[src/rtl/multicycle_controller_pkg.sv]
// Shared definitions for the multicycle ARM controller: state encoding,
// ALU/cmd/condition codes and small decode helpers.
package multicycle_controller_pkg;

  typedef enum logic [3:0] {
    FETCH  = 4'd0,
    DECODE = 4'd1,
    MEMADR = 4'd2,
    MEMRD  = 4'd3,
    MEMWB  = 4'd4,
    MEMWR  = 4'd5,
    EXECR  = 4'd6,
    EXECI  = 4'd7,
    ALUWB  = 4'd8,
    BRANCH = 4'd9
  } state_t;

  localparam logic [2:0] ALU_ADD = 3'b000;
  localparam logic [2:0] ALU_SUB = 3'b001;
  localparam logic [2:0] ALU_AND = 3'b010;
  localparam logic [2:0] ALU_ORR = 3'b011;

  localparam logic [3:0] CMD_AND = 4'b0000;
  localparam logic [3:0] CMD_SUB = 4'b0010;
  localparam logic [3:0] CMD_ADD = 4'b0100;
  localparam logic [3:0] CMD_ORR = 4'b1100;

  localparam logic [3:0] COND_EQ = 4'h0, COND_NE = 4'h1, COND_CS = 4'h2, COND_CC = 4'h3;
  localparam logic [3:0] COND_MI = 4'h4, COND_PL = 4'h5, COND_VS = 4'h6, COND_VC = 4'h7;
  localparam logic [3:0] COND_HI = 4'h8, COND_LS = 4'h9, COND_GE = 4'hA, COND_LT = 4'hB;
  localparam logic [3:0] COND_GT = 4'hC, COND_LE = 4'hD, COND_AL = 4'hE;

  // Decoded data-processing command: ALU op, whether it is supported at all,
  // and whether it is arithmetic (so C and V are meaningful).
  typedef struct packed {
    logic [2:0] alu;
    logic       supported;
    logic       arith;
  } cmd_dec_t;

  function automatic cmd_dec_t decode_cmd(input logic [3:0] cmd);
    cmd_dec_t d;
    d = '{alu: ALU_ADD, supported: 1'b0, arith: 1'b0};
    case (cmd)
      CMD_ADD: d = '{alu: ALU_ADD, supported: 1'b1, arith: 1'b1};
      CMD_SUB: d = '{alu: ALU_SUB, supported: 1'b1, arith: 1'b1};
      CMD_AND: d = '{alu: ALU_AND, supported: 1'b1, arith: 1'b0};
      CMD_ORR: d = '{alu: ALU_ORR, supported: 1'b1, arith: 1'b0};
      default: d = '{alu: ALU_ADD, supported: 1'b0, arith: 1'b0};
    endcase
    return d;
  endfunction

  // ARM condition evaluation against a stored {N,Z,C,V}; 1111 never executes.
  function automatic logic cond_holds(input logic [3:0] cond, input logic [3:0] nzcv);
    logic n, z, c, v;
    {n, z, c, v} = nzcv;
    case (cond)
      COND_EQ: return z;
      COND_NE: return !z;
      COND_CS: return c;
      COND_CC: return !c;
      COND_MI: return n;
      COND_PL: return !n;
      COND_VS: return v;
      COND_VC: return !v;
      COND_HI: return c && !z;
      COND_LS: return !c || z;
      COND_GE: return n == v;
      COND_LT: return n != v;
      COND_GT: return !z && (n == v);
      COND_LE: return z || (n != v);
      COND_AL: return 1'b1;
      default: return 1'b0;
    endcase
  endfunction

endpackage

[src/rtl/multicycle_controller_cond_unit.sv]
// NZCV flag register and combinational condition check.
// FlagWrite[1] loads N,Z; FlagWrite[0] loads C,V.
module multicycle_controller_cond_unit
  import multicycle_controller_pkg::*;
(
  input  logic       clk,
  input  logic       reset,
  input  logic [3:0] Cond,
  input  logic [3:0] ALUFlags,
  input  logic [1:0] FlagWrite,
  output logic       CondEx
);

  logic [3:0] nzcv;

  // Flag register: cleared by reset, partially loaded from the ALU on request.
  // NOTE: state registers use non-blocking assignments so every flop samples pre-edge values.
  always_ff @(posedge clk) begin
    if (!reset) begin
      nzcv <= 4'b0000;
    end else begin
      if (FlagWrite[1]) nzcv[3:2] <= ALUFlags[3:2];
      if (FlagWrite[0]) nzcv[1:0] <= ALUFlags[1:0];
    end
  end

  assign CondEx = cond_holds(Cond, nzcv);

endmodule

[src/rtl/multicycle_controller.sv]
// Multicycle ARM control FSM: state register with next-state logic, plus
// per-state output decode qualified by CondEx and the memory handshake.
module multicycle_controller
  import multicycle_controller_pkg::*;
(
  input  logic         clk,
  input  logic         reset,
  input  logic [31:12] Instr,
  input  logic [3:0]   ALUFlags,
  input  logic         mem_ready,
  output logic         PCWrite,
  output logic         IRWrite,
  output logic         MemWrite,
  output logic         RegWrite,
  output logic         AdrSrc,
  output logic         ALUSrcA,
  output logic [1:0]   ALUSrcB,
  output logic [1:0]   ResultSrc,
  output logic [1:0]   ImmSrc,
  output logic [1:0]   RegSrc,
  output logic [2:0]   ALUControl,
  output logic         ByteLoad
);

  state_t     state;
  logic [1:0] op;
  logic       cond_ex;
  logic [1:0] flag_write;
  logic       rd_is_pc;
  cmd_dec_t   cmd;
  logic       unused_instr_bits;

  assign op                = Instr[27:26];
  assign rd_is_pc          = (Instr[15:12] == 4'hF);
  assign cmd               = decode_cmd(Instr[24:21]);
  assign ImmSrc            = op;
  assign RegSrc            = {op == 2'b01, op == 2'b10};
  assign unused_instr_bits = ^Instr[19:16];

  multicycle_controller_cond_unit u_cond (
    .clk      (clk),
    .reset    (reset),
    .Cond     (Instr[31:28]),
    .ALUFlags (ALUFlags),
    .FlagWrite(flag_write),
    .CondEx   (cond_ex)
  );

  // State register and next-state selection; reset abandons any instruction in flight.
  always_ff @(posedge clk) begin
    if (!reset) begin
      state <= FETCH;
    end else begin
      case (state)
        FETCH:  if (mem_ready) state <= DECODE;
        DECODE: begin
          case (op)
            2'b01:   state <= MEMADR;
            2'b00:   state <= Instr[25] ? EXECI : EXECR;
            2'b10:   state <= BRANCH;
            default: state <= FETCH;
          endcase
        end
        MEMADR: state <= Instr[20] ? MEMRD : MEMWR;
        MEMRD:  if (mem_ready) state <= MEMWB;
        MEMWB:  state <= FETCH;
        MEMWR:  if (mem_ready || !cond_ex) state <= FETCH;
        EXECR, EXECI: state <= ALUWB;
        ALUWB, BRANCH: state <= FETCH;
        default: state <= FETCH;
      endcase
    end
  end

  // Output decode from the current state; write enables are dropped while reset is low.
  always_comb begin
    // NOTE: every output gets a default first so no path leaves one unassigned (no latches).
    PCWrite    = 1'b0;
    IRWrite    = 1'b0;
    MemWrite   = 1'b0;
    RegWrite   = 1'b0;
    AdrSrc     = 1'b0;
    ALUSrcA    = 1'b0;
    ALUSrcB    = 2'b00;
    ResultSrc  = 2'b00;
    ALUControl = ALU_ADD;
    ByteLoad   = 1'b0;
    flag_write = 2'b00;
    case (state)
      FETCH: begin
        ALUSrcA   = 1'b1;
        ALUSrcB   = 2'b10;
        ResultSrc = 2'b10;
        IRWrite   = mem_ready;
        PCWrite   = mem_ready;
      end
      DECODE: begin
        ALUSrcA   = 1'b1;
        ALUSrcB   = 2'b10;
        ResultSrc = 2'b10;
      end
      MEMADR: ALUSrcB = 2'b01;
      MEMRD:  AdrSrc  = 1'b1;
      MEMWB: begin
        ResultSrc = 2'b01;
        RegWrite  = cond_ex;
        ByteLoad  = Instr[22];
        PCWrite   = cond_ex && rd_is_pc;
      end
      MEMWR: begin
        AdrSrc   = 1'b1;
        MemWrite = cond_ex;
      end
      EXECR, EXECI: begin
        ALUSrcB    = (state == EXECI) ? 2'b01 : 2'b00;
        ALUControl = cmd.alu;
        if (Instr[20] && cond_ex && cmd.supported) flag_write = {1'b1, cmd.arith};
      end
      ALUWB: begin
        RegWrite = cond_ex && cmd.supported;
        PCWrite  = cond_ex && cmd.supported && rd_is_pc;
      end
      BRANCH: begin
        ALUSrcB   = 2'b01;
        ResultSrc = 2'b10;
        PCWrite   = cond_ex;
      end
      default: ;
    endcase
    if (!reset) begin
      PCWrite    = 1'b0;
      IRWrite    = 1'b0;
      MemWrite   = 1'b0;
      RegWrite   = 1'b0;
      flag_write = 2'b00;
    end
  end

endmodule

[config.mk]
export PLATFORM = sky130hd
export DESIGN_NAME = multicycle_controller
export DESIGN_NICKNAME = d
export VERILOG_FILES = /design/src/rtl/multicycle_controller_pkg.sv /design/src/rtl/multicycle_controller_cond_unit.sv /design/src/rtl/multicycle_controller.sv
export SDC_FILE = /design/constraint.sdc
export NUM_CORES = 1
export LEC_CHECK = 0
export CORE_ASPECT_RATIO = 1.75
export CORE_MARGIN = 2
export CORE_UTILIZATION = 41
export DETAILED_ROUTE_END_ITERATION = 6
export PLACE_DENSITY = 0.8
export SLEW_MARGIN = 10
export SYNTH_ARGS = -nofsm -noshare
export SYNTH_HDL_FRONTEND = slang
export SYNTH_SLANG_ARGS = --single-unit
[constraint.sdc]
create_clock -name clk -period 2.4 [get_ports clk]
set_input_delay 0.48 -clock clk [delete_from_list [all_inputs] [get_ports clk]]
set_output_delay 0.48 -clock clk [all_outputs]
set_load 0.05 [all_outputs]
==> results.toml <==
[global_route]
grt_usage_pct = 30.20
antenna_found_initial = 0
grt_first_pass_wirelength_um = 5920
grt_max_degree = 15
grt_pass1_vias = 1387
grt.overflow.total = 0

[hold_path]
holdPathStages = 2
hold_class = "flop to flop"

[routing]
antenna_left = 0
detail_route.iter0.violations = 40
wire_per_inst_um = 18.39
viasPerCell = 6.058
vias = 1363
drt_pass1_iterations = 4
post-route-drc-count = 0
drt_wl_total_um = 4137

[cells_and_area]
finish.utilization_pct = 83.87
multi_input_area_um2 = 863.3
layout.nets = 229
n_fill_cell = 128
syn_to_final_growth_pct = 95.89
diodes = 0
drive_gt1_share_pct = 46.50
regArea_um2 = 168.9

[cts]
clock_path_buffers = 2
worstSkewPairLatency_ps = 230
cts_tree = "done"
htree_levels = 1
clk_pin_slew_ps = 40
postCtsHoldBufs = 0
cts.sinks = 8
clock-root-buffer = "clkbuf_8"
numCtsBuffers = 3

[placement]
gp_congestion = 0.7898
place.port_buffers = 39
dp_hpwl_um = 2562
pre_cts_slack_ps = -535.5

[timing]
finalMaxSlewViolations = 0
worst_slack_ps = -136.2
max_freq_ghz = 0.3943
clock_skew_ps = 4.079
worst_slew_pin_slew_ps = 543.6
slew_headroom_pct = 63.71
setup_viol_count_final = 3
period_share_pct = 105.7
hold_viol = 0
min_period_ps = 2536
rsz0062_at_grt = "true"

[worst_setup_path]
setup.worst_path.end = "PCWrite"
crit_top_cell = "buf_6"
slowest_stage = "o311a_4"
crit_cells = 8
endpoint_kind = "primary output"
rr_worst_depth = 8
critPathMaxStageDelay_ps = 410
arrival_ps = 2060
cp-start-kind = "primary input"
critPathBufInv = 3
critPathLaunch = "Instr[30]"
crit_required_ps = 1920
criticalPathCategory = "primary input to primary output"
rr_endpoint = "u_cond.nzcv[0]"
path_max_fanout = 4
worstPathCellList = "buf_6, buf_6, nor3b_2, o31a_1, o21ai_2, nand2_2, o311a_4, buf_8"
ff2ff_setup_slack_ps = 170
path_delay_family = "compound AO/OA/AOI/OAI gates"
reg2reg_from = "u_cond.nzcv[0]"

[logic_synthesis]
synthArstFlopShare_pct = 0
yosysWarnings = 0
syn_avg_cell_area_um2 = 7.211
netlist.area_leader.share_pct = 16.45
netlist_area_um2 = 973.4
synthTopCellsByCount = "nand2_1 (13), a21oi_1 (9), nor2_1 (9), dfxtp_1 (8)"
yosys-top-cells-area = "dfxtp_1 (16%), nand2_1 (5.0%), a21oi_1 (4.6%), and3_1 (3.9%), nor2_1 (3.5%)"
yosysTopAreaCell = "dfxtp_1"
ys_types = 51
syn-num-nets = 162
postSynthCellCount = 135
synth_most_common_cell = "nand2_1"
synth_ff_type = "dfxtp_1"
synth_seq_cells = 8
yosysSeqAreaShare_pct = 16.45
synth_edf_count = 0

[die]
io_pins = 45
rows = 23
die_y_um = 68.46
core-area_um2 = 2273
die_area_um2 = 2796
die_w_um = 40.84
initial_core_util_pct = 42.82

[power_and_ir_drop]
peakVddDrop_v = 0.0003295
power.leakage_nw = 0.7673
powerDensity_nw_per_um2 = 380.8
finalPower_uw = 726.2

[run_status]
status = "finished with violations"
violations = "setup timing"

[job]
drv_cap = 0
## logic make-up after synthesis
group                  after synthesis  synth area share (%)
flip-flops                           8                 16.45
AO/OA/AOI/OAI                       36                 28.28
other                                1                0.3852
multiplexers                         4                 4.242
XOR/XNOR                             3                 2.700
AND/OR/NAND/NOR                     64                 38.05
buffers and inverters               19                 9.897
## cells in the final DEF (no fill, tap or decap), drive strengths merged, types with 4 or more instances in the layout
| cell | netlist | layout |
|---|---|---|
| a21oi | 10 | 10 |
| nor2 | 9 | 9 |
| and3 | 6 | 6 |
| nand2 | 13 | 13 |
| clkdlybuf4s50 | 0 | 16 |
| clkbuf | 6 | 4 |
| buf | 7 | 55 |
| nand2b | 4 | 4 |
| dfxtp | 8 | 8 |
| o21ai | 8 | 8 |
| nand3 | 4 | 4 |
| nor3 | 6 | 6 |
| inv | 6 | 6 |
## stage by stage
step	cells	setup TNS, ps	hold WS [ps]	cell area [um2]
after floorplan	135	-630.9	481.7	991.0
after global placement	206	-2945	519.4	1589
after detailed placement	206	-3611	523.2	1589
after CTS	222	-41.08	522.9	1832
after global routing	225	-361.2	552.5	1907
final	225	-211.4	512.5	1907
## worst min-delay path by stage
stage                   startpoint             end
floorplan           u_cond.nzcv[2]  u_cond.nzcv[2]
global placement    u_cond.nzcv[1]  u_cond.nzcv[1]
detailed placement  u_cond.nzcv[1]  u_cond.nzcv[1]
CTS                 u_cond.nzcv[3]  u_cond.nzcv[3]
global route        u_cond.nzcv[2]  u_cond.nzcv[2]
finish              u_cond.nzcv[2]  u_cond.nzcv[2]
## report_power, final
| group | switching, mW | internal (mW) | total [mW] |
|---|---|---|---|
| clock network | 0.0515 | 0.109 | 0.160 |
| logic | 0.224 | 0.184 | 0.408 |
| registers | 0.0198 | 0.138 | 0.158 |
| total | 0.295 | 0.431 | 0.726 |
## tightest hold or removal path: cells and delay by family, from the launching register on
kind,cells,cell delay (ps)
AO/OA/AOI/OAI,1,50
flip-flops,1,350
AND/OR/NAND/NOR,1,60
## registers in the layout (all words and copies together), names as in the netlist
name	count
state	4
u_cond.nzcv	4
## layer usage
layer  wire length, um  vias up  global-route usage, %
met2              2276       67                  59.18
met4               289        0                  15.00
met3               218       27                  5.844
met5                 0        -                      0
li1                  -      630                      -
met1              1354      639                  25.30
## what timing repair did
| item | CTS | global route |
|---|---|---|
| gates cloned | 2 | 0 |
| gates resized for setup | 54 | 13 |
| pin swaps | 13 | 11 |
| buffers inserted | 11 | 3 |
| endpoints found under the setup margin | 12 | 9 |
## cell type report
type	count	share of cell area, %
tap	25	1.640
sequential	8	8.858
multi-input combinational	108	45.28
clock buffer	3	2.165
timing repair buffer	75	40.88
inverter	6	1.181
(Power assumes the default switching activity.)
